**src/rtl/dmem_pkg.sv**
```systemverilog
// Shared encodings and helpers for the data-memory byte-bank write path.
package dmem_pkg;

    localparam int unsigned NUM_LANES = 4;
    localparam int unsigned LANE_W    = 8;

    localparam logic [1:0] SZ_BYTE    = 2'b00;
    localparam logic [1:0] SZ_HALF    = 2'b01;
    localparam logic [1:0] SZ_WORD    = 2'b10;
    localparam logic [1:0] SZ_ILLEGAL = 2'b11;

    typedef enum logic [1:0] {
        StIdle,
        StBeat,
        StSplit
    } state_e;

    // Byte-enable pattern of a store before rotation; illegal sizes write nothing.
    function automatic logic [NUM_LANES-1:0] size_mask(input logic [1:0] size);
        logic [NUM_LANES-1:0] m;
        unique case (size)
            SZ_BYTE: m = 4'b0001;
            SZ_HALF: m = 4'b0011;
            SZ_WORD: m = 4'b1111;
            default: m = 4'b0000;
        endcase
        return m;
    endfunction

    // Widen a per-lane enable into a per-bit data mask.
    function automatic logic [NUM_LANES*LANE_W-1:0] lane_bits(input logic [NUM_LANES-1:0] m);
        logic [NUM_LANES*LANE_W-1:0] b;
        for (int j = 0; j < NUM_LANES; j++) begin
            b[j*LANE_W +: LANE_W] = {LANE_W{m[j]}};
        end
        return b;
    endfunction

endpackage

```
**src/rtl/dmem_lane_rotate.sv**
```systemverilog
// Rotates right-aligned store data onto byte lanes and splits the byte enables
// into the part that fits the addressed word and the part spilling into the next.
module dmem_lane_rotate
    import dmem_pkg::*;
(
    input  logic [31:0]          data_i,
    input  logic [1:0]           size_i,
    input  logic [1:0]           offset_i,
    output logic [31:0]          lane_data_o,
    output logic [NUM_LANES-1:0] mask1_o,
    output logic [NUM_LANES-1:0] mask2_o,
    output logic                 split_o,
    output logic                 illegal_o
);

    logic [63:0]              dbl;
    logic [2*NUM_LANES-1:0]   mask8;

    always_comb begin
        // Left-rotate by 8*offset: lane j receives data byte (j - offset) mod 4.
        dbl         = {data_i, data_i} << {offset_i, 3'b000};
        lane_data_o = dbl[63:32];

        mask8       = {4'b0000, size_mask(size_i)} << offset_i;
        mask1_o     = mask8[NUM_LANES-1:0];
        mask2_o     = mask8[2*NUM_LANES-1:NUM_LANES];
        split_o     = |mask2_o;
        illegal_o   = (size_i == SZ_ILLEGAL);
    end

endmodule

```
**src/rtl/dmem_store_splitter.sv**
```systemverilog
// Store path into four byte-wide data banks; word-crossing stores are issued
// as two consecutive bank writes, with all bank-side outputs registered.
module dmem_store_splitter
    import dmem_pkg::*;
#(
    parameter int unsigned ADDR_W = 32
) (
    input  logic              clk,
    input  logic              rst_n,
    input  logic              req_valid,
    output logic              req_ready,
    input  logic [ADDR_W-1:0] req_addr,
    input  logic [31:0]       req_data,
    input  logic [1:0]        req_size,
    output logic [3:0]        bank_we,
    output logic [ADDR_W-3:0] bank_addr,
    output logic [7:0]        bank_din0,
    output logic [7:0]        bank_din1,
    output logic [7:0]        bank_din2,
    output logic [7:0]        bank_din3,
    output logic              done,
    output logic              err
);

    localparam int unsigned IDX_W = ADDR_W - 2;

    state_e               state_q, state_d;
    logic                 pend_q, pend_d;
    logic [3:0]           we_q, we_d;
    logic [IDX_W-1:0]     addr_q, addr_d;
    logic [31:0]          din_q, din_d;
    logic                 done_q, done_d;
    logic                 err_q, err_d;
    logic [3:0]           rem_we_q, rem_we_d;
    logic [IDX_W-1:0]     rem_addr_q, rem_addr_d;
    logic [31:0]          rem_din_q, rem_din_d;

    logic [31:0]          lane_data;
    logic [3:0]           mask1, mask2;
    logic                 split, illegal;
    logic                 accept;
    logic                 second_beat;
    logic [IDX_W-1:0]     word_idx;

    dmem_lane_rotate u_rotate (
        .data_i      (req_data),
        .size_i      (req_size),
        .offset_i    (req_addr[1:0]),
        .lane_data_o (lane_data),
        .mask1_o     (mask1),
        .mask2_o     (mask2),
        .split_o     (split),
        .illegal_o   (illegal)
    );

    assign word_idx    = req_addr[ADDR_W-1:2];
    assign second_beat = (state_q == StBeat) && pend_q;
    assign req_ready   = rst_n && !second_beat;
    assign accept      = req_valid && req_ready;

    always_comb begin
        state_d    = StIdle;
        pend_d     = 1'b0;
        we_d       = 4'b0000;
        addr_d     = '0;
        din_d      = 32'h0;
        done_d     = 1'b0;
        err_d      = 1'b0;
        rem_we_d   = rem_we_q;
        rem_addr_d = rem_addr_q;
        rem_din_d  = rem_din_q;

        if (second_beat) begin
            state_d = StSplit;
            we_d    = rem_we_q;
            addr_d  = rem_addr_q;
            din_d   = rem_din_q;
            done_d  = 1'b1;
        end else if (accept) begin
            state_d    = StBeat;
            pend_d     = split;
            we_d       = mask1;
            addr_d     = word_idx;
            din_d      = lane_data & lane_bits(mask1);
            done_d     = !split;
            err_d      = illegal;
            // Next word index wraps modulo the index width.
            rem_we_d   = mask2;
            rem_addr_d = word_idx + IDX_W'(1);
            rem_din_d  = lane_data & lane_bits(mask2);
        end
    end

    always_ff @(posedge clk or negedge rst_n) begin
        if (!rst_n) begin
            state_q    <= StIdle;
            pend_q     <= 1'b0;
            we_q       <= 4'b0000;
            addr_q     <= '0;
            din_q      <= 32'h0;
            done_q     <= 1'b0;
            err_q      <= 1'b0;
            rem_we_q   <= 4'b0000;
            rem_addr_q <= '0;
            rem_din_q  <= 32'h0;
        end else begin
            state_q    <= state_d;
            pend_q     <= pend_d;
            we_q       <= we_d;
            addr_q     <= addr_d;
            din_q      <= din_d;
            done_q     <= done_d;
            err_q      <= err_d;
            rem_we_q   <= rem_we_d;
            rem_addr_q <= rem_addr_d;
            rem_din_q  <= rem_din_d;
        end
    end

    assign bank_we   = we_q;
    assign bank_addr = addr_q;
    assign bank_din0 = din_q[7:0];
    assign bank_din1 = din_q[15:8];
    assign bank_din2 = din_q[23:16];
    assign bank_din3 = din_q[31:24];
    assign done      = done_q;
    assign err       = err_q;

endmodule

```
**config.mk**
```make
export PLATFORM = sky130hd
export DESIGN_NAME = dmem_store_splitter
export DESIGN_NICKNAME = d
export VERILOG_FILES = /design/src/rtl/dmem_pkg.sv /design/src/rtl/dmem_lane_rotate.sv /design/src/rtl/dmem_store_splitter.sv
export SDC_FILE = /design/constraint.sdc
export NUM_CORES = 1
export LEC_CHECK = 0
export ABC_AREA = 1
export CELL_PAD_IN_SITES_DETAIL_PLACEMENT = 1
export CELL_PAD_IN_SITES_GLOBAL_PLACEMENT = 2
export CORE_AREA = 10 10 157 159
export DETAILED_ROUTE_END_ITERATION = 16
export DIE_AREA = 0 0 167 169
export PLACE_DENSITY = 0.93
export REMOVE_ABC_BUFFERS = 1
export SYNTH_ARGS = -nofsm -noshare
export SYNTH_HDL_FRONTEND = slang
export SYNTH_SLANG_ARGS = --single-unit
```
**constraint.sdc**
```tcl
create_clock -name clk -period 2.1 [get_ports clk]
set_clock_uncertainty 0.1 [all_clocks]
set_input_delay 0.315 -clock clk [delete_from_list [all_inputs] [get_ports clk]]
set_output_delay 0.315 -clock clk [all_outputs]
set_load 0.01 [all_outputs]
```
==> Word-level counts from Yosys, hierarchy flattened <==
Cells that the tools add are included.
{ "op_classes": {"n_reduce_logical": 8, "bitwise": 3, "add_sub_neg": 1, "shift": 2, "n_mux": 15, "eq_ne": 4} }
{ "ops": {"columns": ["cell", "n"], "rows": [
  ["AND 32 bit", 2],
  ["two-way mux 32 bit", 2],
  ["<< shifter 64 x 5 -> 64 bit", 1],
  ["two-way mux 30 bit", 2],
  ["adder 30 x 1 -> 30 bit (second input constant)", 1],
  ["case mux 4 bit (3 select lines)", 1],
  ["two-way mux 4 bit", 2],
  ["<< shifter 4 x 2 -> 8 bit", 1],
  ["two-way mux 1 bit", 7],
  ["== test 2 x 1 -> 1 bit (second input constant)", 2],
  ["== test 2 bit (second input constant)", 2],
  ["OR reduction 4 bit", 1],
  ["logical AND 1 bit", 3],
  ["logical NOT 1 bit", 2],
  ["logical NOT 2 bit", 1],
  ["two-way mux 2 bit", 1],
  ["AND reduction 2 bit", 1],
  ["NOT 1 bit", 1]
]} }
{ "word_totals": {"register_bits": 137, "in_bits": 69, "word_cells": 43} }

==> Logic depth before layout (Yosys ltp) <==
Gate-level depths: netlist (run 1).
{ "depth": {"ltp_word": 7, "depth_mapped": 9} }

==> Cells and area by module <==
Synthesis (run 1) repeated with hierarchy kept, for this count alone.
{ "hier_totals": {"cells_unflattened": 941, "hier_area_um2": 7150.6} }
{ "by_module_without_submodules": {"columns": ["mod", "instances", "area_each_um2", "cells_each"], "rows": [
  ["dmem_store_splitter", 1, 6012.0, 707],
  ["dmem_lane_rotate", 1, 1138.6, 234]
]} }

==> Least setup slack after synthesis (run 1) <==
No wires, ideal clock.
{ "synth_path": {"path_type": "in2reg", "from": "input req_size[0]", "to": "register din_q[24]", "t_arrival_ns": 1.146, "slack_ns": 0.726, "path_stages": 7, "cell_sequence": "inv_1 > ha_1 > inv_1 > o21ai_2 > nand2_1 > o211ai_4 > nor2_1"} }
{ "synth_between": {"elab_chain_len": 6, "word_cells_on_any_way": 8, "classes_between": "eq/ne: 2; shift: 1; mux: 3; bitwise: 1; reduce/logical: 1"} }
{ "synth_rtl": {"columns": ["element", "line_no", "text"], "rows": [
  ["start, declared", "dmem_store_splitter.sv:14", "input logic [1:0] req_size,"],
  ["== test 2 bit, or another cell as far along", "dmem_pkg.sv:21", "unique case (size)"],
  ["case mux 4 bit (3 select lines) *", "dmem_pkg.sv:21", null],
  ["<< shifter 4 x 2 -> 8 bit *", "dmem_lane_rotate.sv:24", "mask8 = {4'b0000, size_mask(size_i)} << offset_i;"],
  ["AND 32 bit *", "dmem_store_splitter.sv:84", "din_d = lane_data & lane_bits(mask1);"],
  ["two-way mux 32 bit *", "dmem_store_splitter.sv:79", "end else if (accept) begin"],
  ["two-way mux 32 bit *", "dmem_store_splitter.sv:73", "if (second_beat) begin"],
  ["net din_d[24]", "dmem_store_splitter.sv:31", "logic [31:0] din_q, din_d;"],
  ["end signal, assigned", "dmem_store_splitter.sv:111", "din_q <= din_d;"],
  ["end, declared", "dmem_store_splitter.sv:31", null]
]} }
The timed path passes the listed nets; every way through them passes the cells marked *.
A chain may end at the register's enable or synchronous reset.

==> Worst setup path in the final report (run 1) <==
{ "layout_path": {"from": "input rst_n", "to": "output req_ready"} }
{ "layout_between": {"elab_chain_len": 1} }
{ "layout_rtl": {"columns": ["element", "line_no", "text"], "rows": [
  ["start, declared", "dmem_store_splitter.sv:9", "input logic rst_n,"],
  ["logical AND 1 bit", "dmem_store_splitter.sv:58", "assign req_ready = rst_n && !second_beat;"],
  ["end, declared", "dmem_store_splitter.sv:11", "output logic req_ready,"]
]} }
Every way passes these cells.

==> results_dict.tcl, run 1 <==
set metrics [dict create \
    die-height_um 169 \
    crit_arrival_ns 1.60 \
    cts.path.max_buffers 2 \
    setup_viol 0 \
    powerDensity_mw_per_mm2 728 \
    r2r-start "pend_q" \
    worst-r2r-setup-slack_ns 0.17 \
    ff2ff_path_depth 7 \
    rows 54 \
    initial_core_util_pct 30.6 \
    die_area_mm2 0.0282 \
    grt_max_degree 129 \
    ir_worst_vdd_mv 0.503 \
    grt_pass1_vias 6514 \
    cp-startpoint "rst_n" \
    clk_latency_ns 0.42 \
    antenna_found_initial 0 \
    n_antenna_cell 0 \
    area_growth_pct 35.2 \
    crit_required_ns 1.68 \
    slew_headroom_pct 53.6 \
    power_mw 6.48 \
    cts_max_level 4 \
    worst_pin_slew_ns 0.696 \
    syn_avg_cell_area_um2 7.61 \
    nets 1087 \
    num_vias 6109 \
    drt-pass1-iter-count 4 \
    place.gp.congestion 0.804 \
    maxSlewViolCount 0 \
    clk_pin_slew_worst_paths_ns 0.06 \
    syn_inst 866 \
    ant_nets 0 \
    n_fill_cell 2638 \
    ys_ff_latch 128 \
    max_freq_mhz 496 \
    die_w_um 167 \
    post-route-min-period_ns 2.02 \
    p_leak_nw 4.28 \
    timing.final.crit_share_pct 96.1 \
    via_per_inst 4.68 \
    coreArea_mm2 0.0216 \
    cts_root_buffer "clkbuf_16" \
    synth_area_mm2 0.00659 \
    drive_above_1_share_pct 9.26 \
    min_from "rem_din_q[16]" \
    io_buffers 137 \
    yosysSeqAreaShare_pct 48.6 \
    overflow 0 \
    avgRoutedWirePerCell_um 16.3 \
    cts.sinks 128 \
    dp_hpwl_mm 16.1 \
    crit_path_end_kind "output pin" \
    ioPinCount 138 \
    grt_usage_pct 15.2 \
    hold_path_end "din_q[16]" \
    r2r-end "rem_addr_q[14]" \
    drc 0 \
    critPathKind "in2out" \
    rsz0062_at_grt "no" \
    cts_buffers 17 \
    worst_slack_ns 0.0827 \
    hold_depth 2 \
    outcome "finished, final reports clean" \
    synthDistinctLibCells 31 \
    drt_first_iter_violations 299 \
    worst-path-max-fanout 3 \
    holdCritPathClass "reg2reg" \
    cts_tree "yes" \
    grt_pass1_wl_mm 35.0 \
    cts_setup_buffers 0 \
    worstSetupStartpointType "primary input" \
    finalHoldViolCount 0 \
    pre_cts_slack_ns 0.0363 \
    maxCapViolCount 0 \
    wl_mm 21.3 \
    ys_warn_count 0 \
]
==> report_power, final <==
| part | total (mW) | switching, mW | internal, mW |
|---|---|---|---|
| combinational | 0.944 | 0.543 | 0.401 |
| clock | 2.83 | 1.27 | 1.57 |
| sequential | 2.71 | 0.0763 | 2.63 |
==> how the worst max path moves through the flow <==
| stage | end | slack [ns] |
|---|---|---|
| after floorplan | din_q[24] | -0.42 |
| after CTS | req_ready | 0.04 |
| final | req_ready | 0.08 |
| after global placement | din_q[30] | 0.09 |
| after global routing | req_ready | 0.01 |
| after detailed placement | pend_q | 0.04 |
==> placed cells by master, fill, tap and decap left out, types with 17 or more instances in the layout <==
cell type        Yosys  routed
dfrtp_1            128     128
nand3_1             66      66
o21ai_0             94      94
nand2_1            308     308
buf_4                8      21
inv_1               87      87
o21ai_1             31      31
nor2_1              66      65
clkbuf_16            0      17
clkdlybuf4s50_1      0     134
==> sequential cells by signal, indices dropped and copies added, names as in the netlist <==
signal	flops
err	1
rem_addr_q	30
rem_we_q	3
din_q	32
state_q	2
bank_addr	30
rem_din_q	24
pend_q	1
bank_we	4
done	1
==> timing repair <==
item                                   in CTS  in global routing
gates resized for setup                     2                  0
hold buffers                                1                  0
setup endpoints to repair                   1                  0
endpoints found under the hold margin     128                  0
==> worst max-delay path, cell delays in order <==
cell,delay (ns)
dlygate4sd3_1,0.60
buf_6,0.14
inv_1,0.05
nor2_2,0.18
dlygate4sd2_1,0.30
==> synth_stat cells <==
cell / instances / share of area, %
o21ai_0: 94 / 7.1
nand2_2: 6 / 0.57
nand3_2: 2 / 0.30
buf_4: 8 / 0.91
inv_1: 87 / 5.0
nor2_8: 1 / 0.30
nor2_2: 6 / 0.57
a22o_1: 2 / 0.27
o211ai_1: 1 / 0.11
o21bai_1: 1 / 0.11
ha_1: 5 / 0.95
clkbuf_2: 1 / 0.076
dfrtp_1: 128 / 49
nand3_1: 66 / 5.0
buf_1: 2 / 0.11
nand2_4: 1 / 0.17
or2_2: 1 / 0.095
and2_1: 1 / 0.095
nor2_1: 66 / 3.8
xor2_1: 4 / 0.53
o211ai_4: 1 / 0.32
nand2_1: 308 / 18
inv_2: 3 / 0.17
nand3_4: 1 / 0.27
o21ai_1: 31 / 2.4
clkbuf_1: 7 / 0.40
buf_2: 10 / 0.76
buf_6: 9 / 1.5
nor2_4: 8 / 1.4
o21ai_2: 3 / 0.40
o22ai_1: 2 / 0.19
==> final cells by class <==
class	instances	area, µm²	share of cell area, %
sequential	128	3200	36.0
multi-input combinational	611	2800	31.4
timing repair buffer	165	1650	18.6
clock buffer	17	425	4.78
tap	280	350	3.93
inverter	90	338	3.79
clock inverter	15	138	1.55
==> layer usage <==
metal / wire (µm) / share of wire (%) / track usage (%) / up-vias
li1: - / - / - / 3008
met1: 9750 / 46 / 19.0 / 2949
met2: 10100 / 48 / 25.1 / 139
met3: 1160 / 5.4 / 4.40 / 13
met4: 278 / 1.3 / 4.28 / 0
met5: 0 / 0 / 0 / -
==> kinds of logic after synthesis <==
group	after synthesis	synth area share, %
buffers and inverters	127	8.93
AND/OR/NAND/NOR	467	30.1
flip-flops	128	48.6
XOR/XNOR	4	0.532
adder cells (fa/ha/maj)	5	0.950
AO/OA/AOI/OAI	135	10.9
==> through the flow <==
| stage | std cells | hold WS [ns] | util [%] | area [µm²] | setup TNS, ns |
|---|---|---|---|---|---|
| global route | 1306 | 0.403 | 41.3 | 8910 | 0 |
| global placement | 1273 | 0.362 | 38.7 | 8330 | 0 |
| detailed placement | 1273 | 0.367 | 38.7 | 8330 | 0 |
| floorplan | 829 | -0.0806 | - | 6340 | -18.08 |
| CTS | 1306 | 0.383 | 41.3 | 8910 | 0 |
| finish | 1306 | 0.381 | 41.3 | 8910 | 0 |
Power figures use the tool's default switching activity.
==> run 2: changes to the inputs <==
- CTS_CLUSTER_DIAMETER: not set -> 40
- REMOVE_ABC_BUFFERS: 1 -> not set
==> run 2 against run 1 <==
Net effect:
- the flow now finishes with violations (hold timing)
- clock power about the same
- total power is 0.23% higher
- wire length up 1.6%
- flip-flop and latch count stayed put
- critical endpoint unchanged
- highest routed layer unchanged
==> results_dict.tcl, run 2 (synthesized netlist as in run 1, its figures left out) <==
set metrics [dict create \
    cts_max_level 4 \
    clk_pin_slew_worst_paths_ns 0.06 \
    coreArea_mm2 0.0216 \
    dp_hpwl_mm 16.2 \
    post-route-min-period_ns 1.86 \
    n_fill_cell 2616 \
    via_per_inst 4.57 \
    rows 54 \
    crit_arrival_ns 1.44 \
    multi_input_area_mm2 0.00280 \
    die_area_mm2 0.0282 \
    die-height_um 169 \
    final_common_cell "nand2_1" \
    cts.sinks 128 \
    grt_pass1_wl_mm 35.0 \
    worst_pin_slew_ns 0.957 \
    holdCritPathClass "in2async" \
    cts.hold.buffers_added 0 \
    critPathSlowestCell "dlygate4sd2_1" \
    worstSetupStartpointType "flip-flop" \
    violations "hold timing" \
    p_leak_nw 4.28 \
    critPathMaxStageDelay_ns 0.38 \
    switching_share_pct 27.4 \
    grt_usage_pct 15.4 \
    max_freq_mhz 538 \
    drc 0 \
    internal_power_mw 4.72 \
    cts.path.max_buffers 2 \
    io_buffers 137 \
    drt_first_iter_violations 288 \
    slew_headroom_pct 36.2 \
    area_growth_pct 34.7 \
    maxCapViolCount 0 \
    worst-r2r-setup-slack_ns 0.51 \
    p_seq_share_pct 41.7 \
    fin_util_pct 41.2 \
    n_antenna_cell 0 \
    num_vias 5965 \
    r2r-start "state_q[1]" \
    place.gp.congestion 0.832 \
    crit_chain "nand3_2 -> inv_2 -> nor2_1 -> dlygate4sd2_1" \
    maxSlewViolCount 0 \
    overflow 0 \
    avgRoutedWirePerCell_um 16.6 \
    outcome "finished with violations" \
    synth.net_count 940 \
    grt_pass1_vias 6361 \
    power_mw 6.50 \
    initial_core_util_pct 30.6 \
    final_area_mm2 0.00887 \
    antenna_found_initial 0 \
    clk_latency_ns 0.42 \
    cp-startpoint "pend_q" \
    finalHoldViolCount 6 \
    regMostFlops "din_q" \
    ioPinCount 138 \
    final_cell_mix "308 x nand2_1, 134 x clkdlybuf4s50_1, 128 x dfrtp_1" \
    ff2ff_path_depth 5 \
    ir_worst_vdd_mv 0.528 \
    wl_mm 21.6 \
    crit_required_ns 1.68 \
    powerDensity_mw_per_mm2 733 \
    worst-path-max-fanout 4 \
    rsz0062_at_grt "no" \
    grt_max_degree 74 \
    p_comb_share_pct 14.4 \
    r2r-end "bank_addr[8]" \
    clockPowerShare_pct 43.9 \
    setup_viol 0 \
    cts_tree "yes" \
    crit_path_end_kind "output pin" \
    largest_reg_flops 32 \
    nets 1086 \
    critPathKind "reg2out" \
    whs_ns -0.0173 \
    drt-pass1-iter-count 4 \
    placed_area_mm2 0.00831 \
    power_switching_mw 1.78 \
    seq_area_mm2 0.00320 \
    endpoint "req_ready" \
    ant_nets 0 \
    cts_buffers 17 \
    drive_above_1_share_pct 9.08 \
    timing.final.crit_share_pct 88.5 \
    cts_root_buffer "clkbuf_16" \
    die_w_um 167 \
]
## run 2: repair_timing
action | in CTS | in global routing
gates resized for setup | 1 | 0
setup endpoints to repair | 1 | 0
buffers inserted | 0 | 0
## run 2: metrics by stage
stage | cells | worst slack, ns | setup TNS (ns) | hold WS [ns]
5_1_grt | 1304 | 0.159 | 0 | 0.0395
3_5_place_dp | 1273 | -0.0177 | -0.0364 | 0.365
4_1_cts | 1304 | 0.218 | 0 | 0.00824
2_1_floorplan | 866 | 0.726 | 0 | -0.0806
3_3_place_gp | 1273 | 0.0614 | 0 | 0.360
6_report | 1304 | 0.241 | 0 | -0.0173
## run 2: critical path: cells and delay by family, from the launching register on
| family | cells | cell delay (ns) |
|---|---|---|
| buffers and inverters | 2 | 0.43 |
| DFF | 1 | 0.37 |
| and+or+nand+nor | 2 | 0.22 |
## run 2: power groups by stage
stage                     registers [mW]  logic, mW  clock network, mW
after floorplan                     2.76      0.442                  0
after global placement              2.75      0.929                  0
after detailed placement            2.75      0.947                  0
after CTS                           2.71      0.954               2.92
after global routing                2.73       1.05               3.02
final                               2.71      0.939               2.85
## run 2: worst min-delay path by stage
stage	slack, ns	depth (start not counted)	start	to
floorplan	-0.08	0	rst_n	bank_addr[0]
global placement	0.36	2	rem_addr_q[24]	bank_addr[24]
detailed placement	0.37	2	rem_din_q[4]	rem_din_q[4]
CTS	0.008	2	rst_n	rem_addr_q[11]
global route	0.04	2	rst_n	rem_we_q[1]
finish	-0.02	2	rst_n	rem_din_q[9]
## run 2: cell type report
| cell class | count | area share (%) |
|---|---|---|
| repair buffers | 164 | 18.3 |
| clock buffers | 19 | 5.11 |
| flip-flops and latches | 128 | 36.1 |
| inverters | 90 | 3.81 |
| well taps | 280 | 3.95 |
| multi-input cells | 611 | 31.5 |
| clock inverters | 12 | 1.26 |
## run 2: layer usage
metal | wire, µm | GRT usage (%)
met3 | 691 | 3.77
met2 | 10500 | 25.3
met5 | 0 | 0
met1 | 10200 | 19.9
met4 | 227 | 3.86
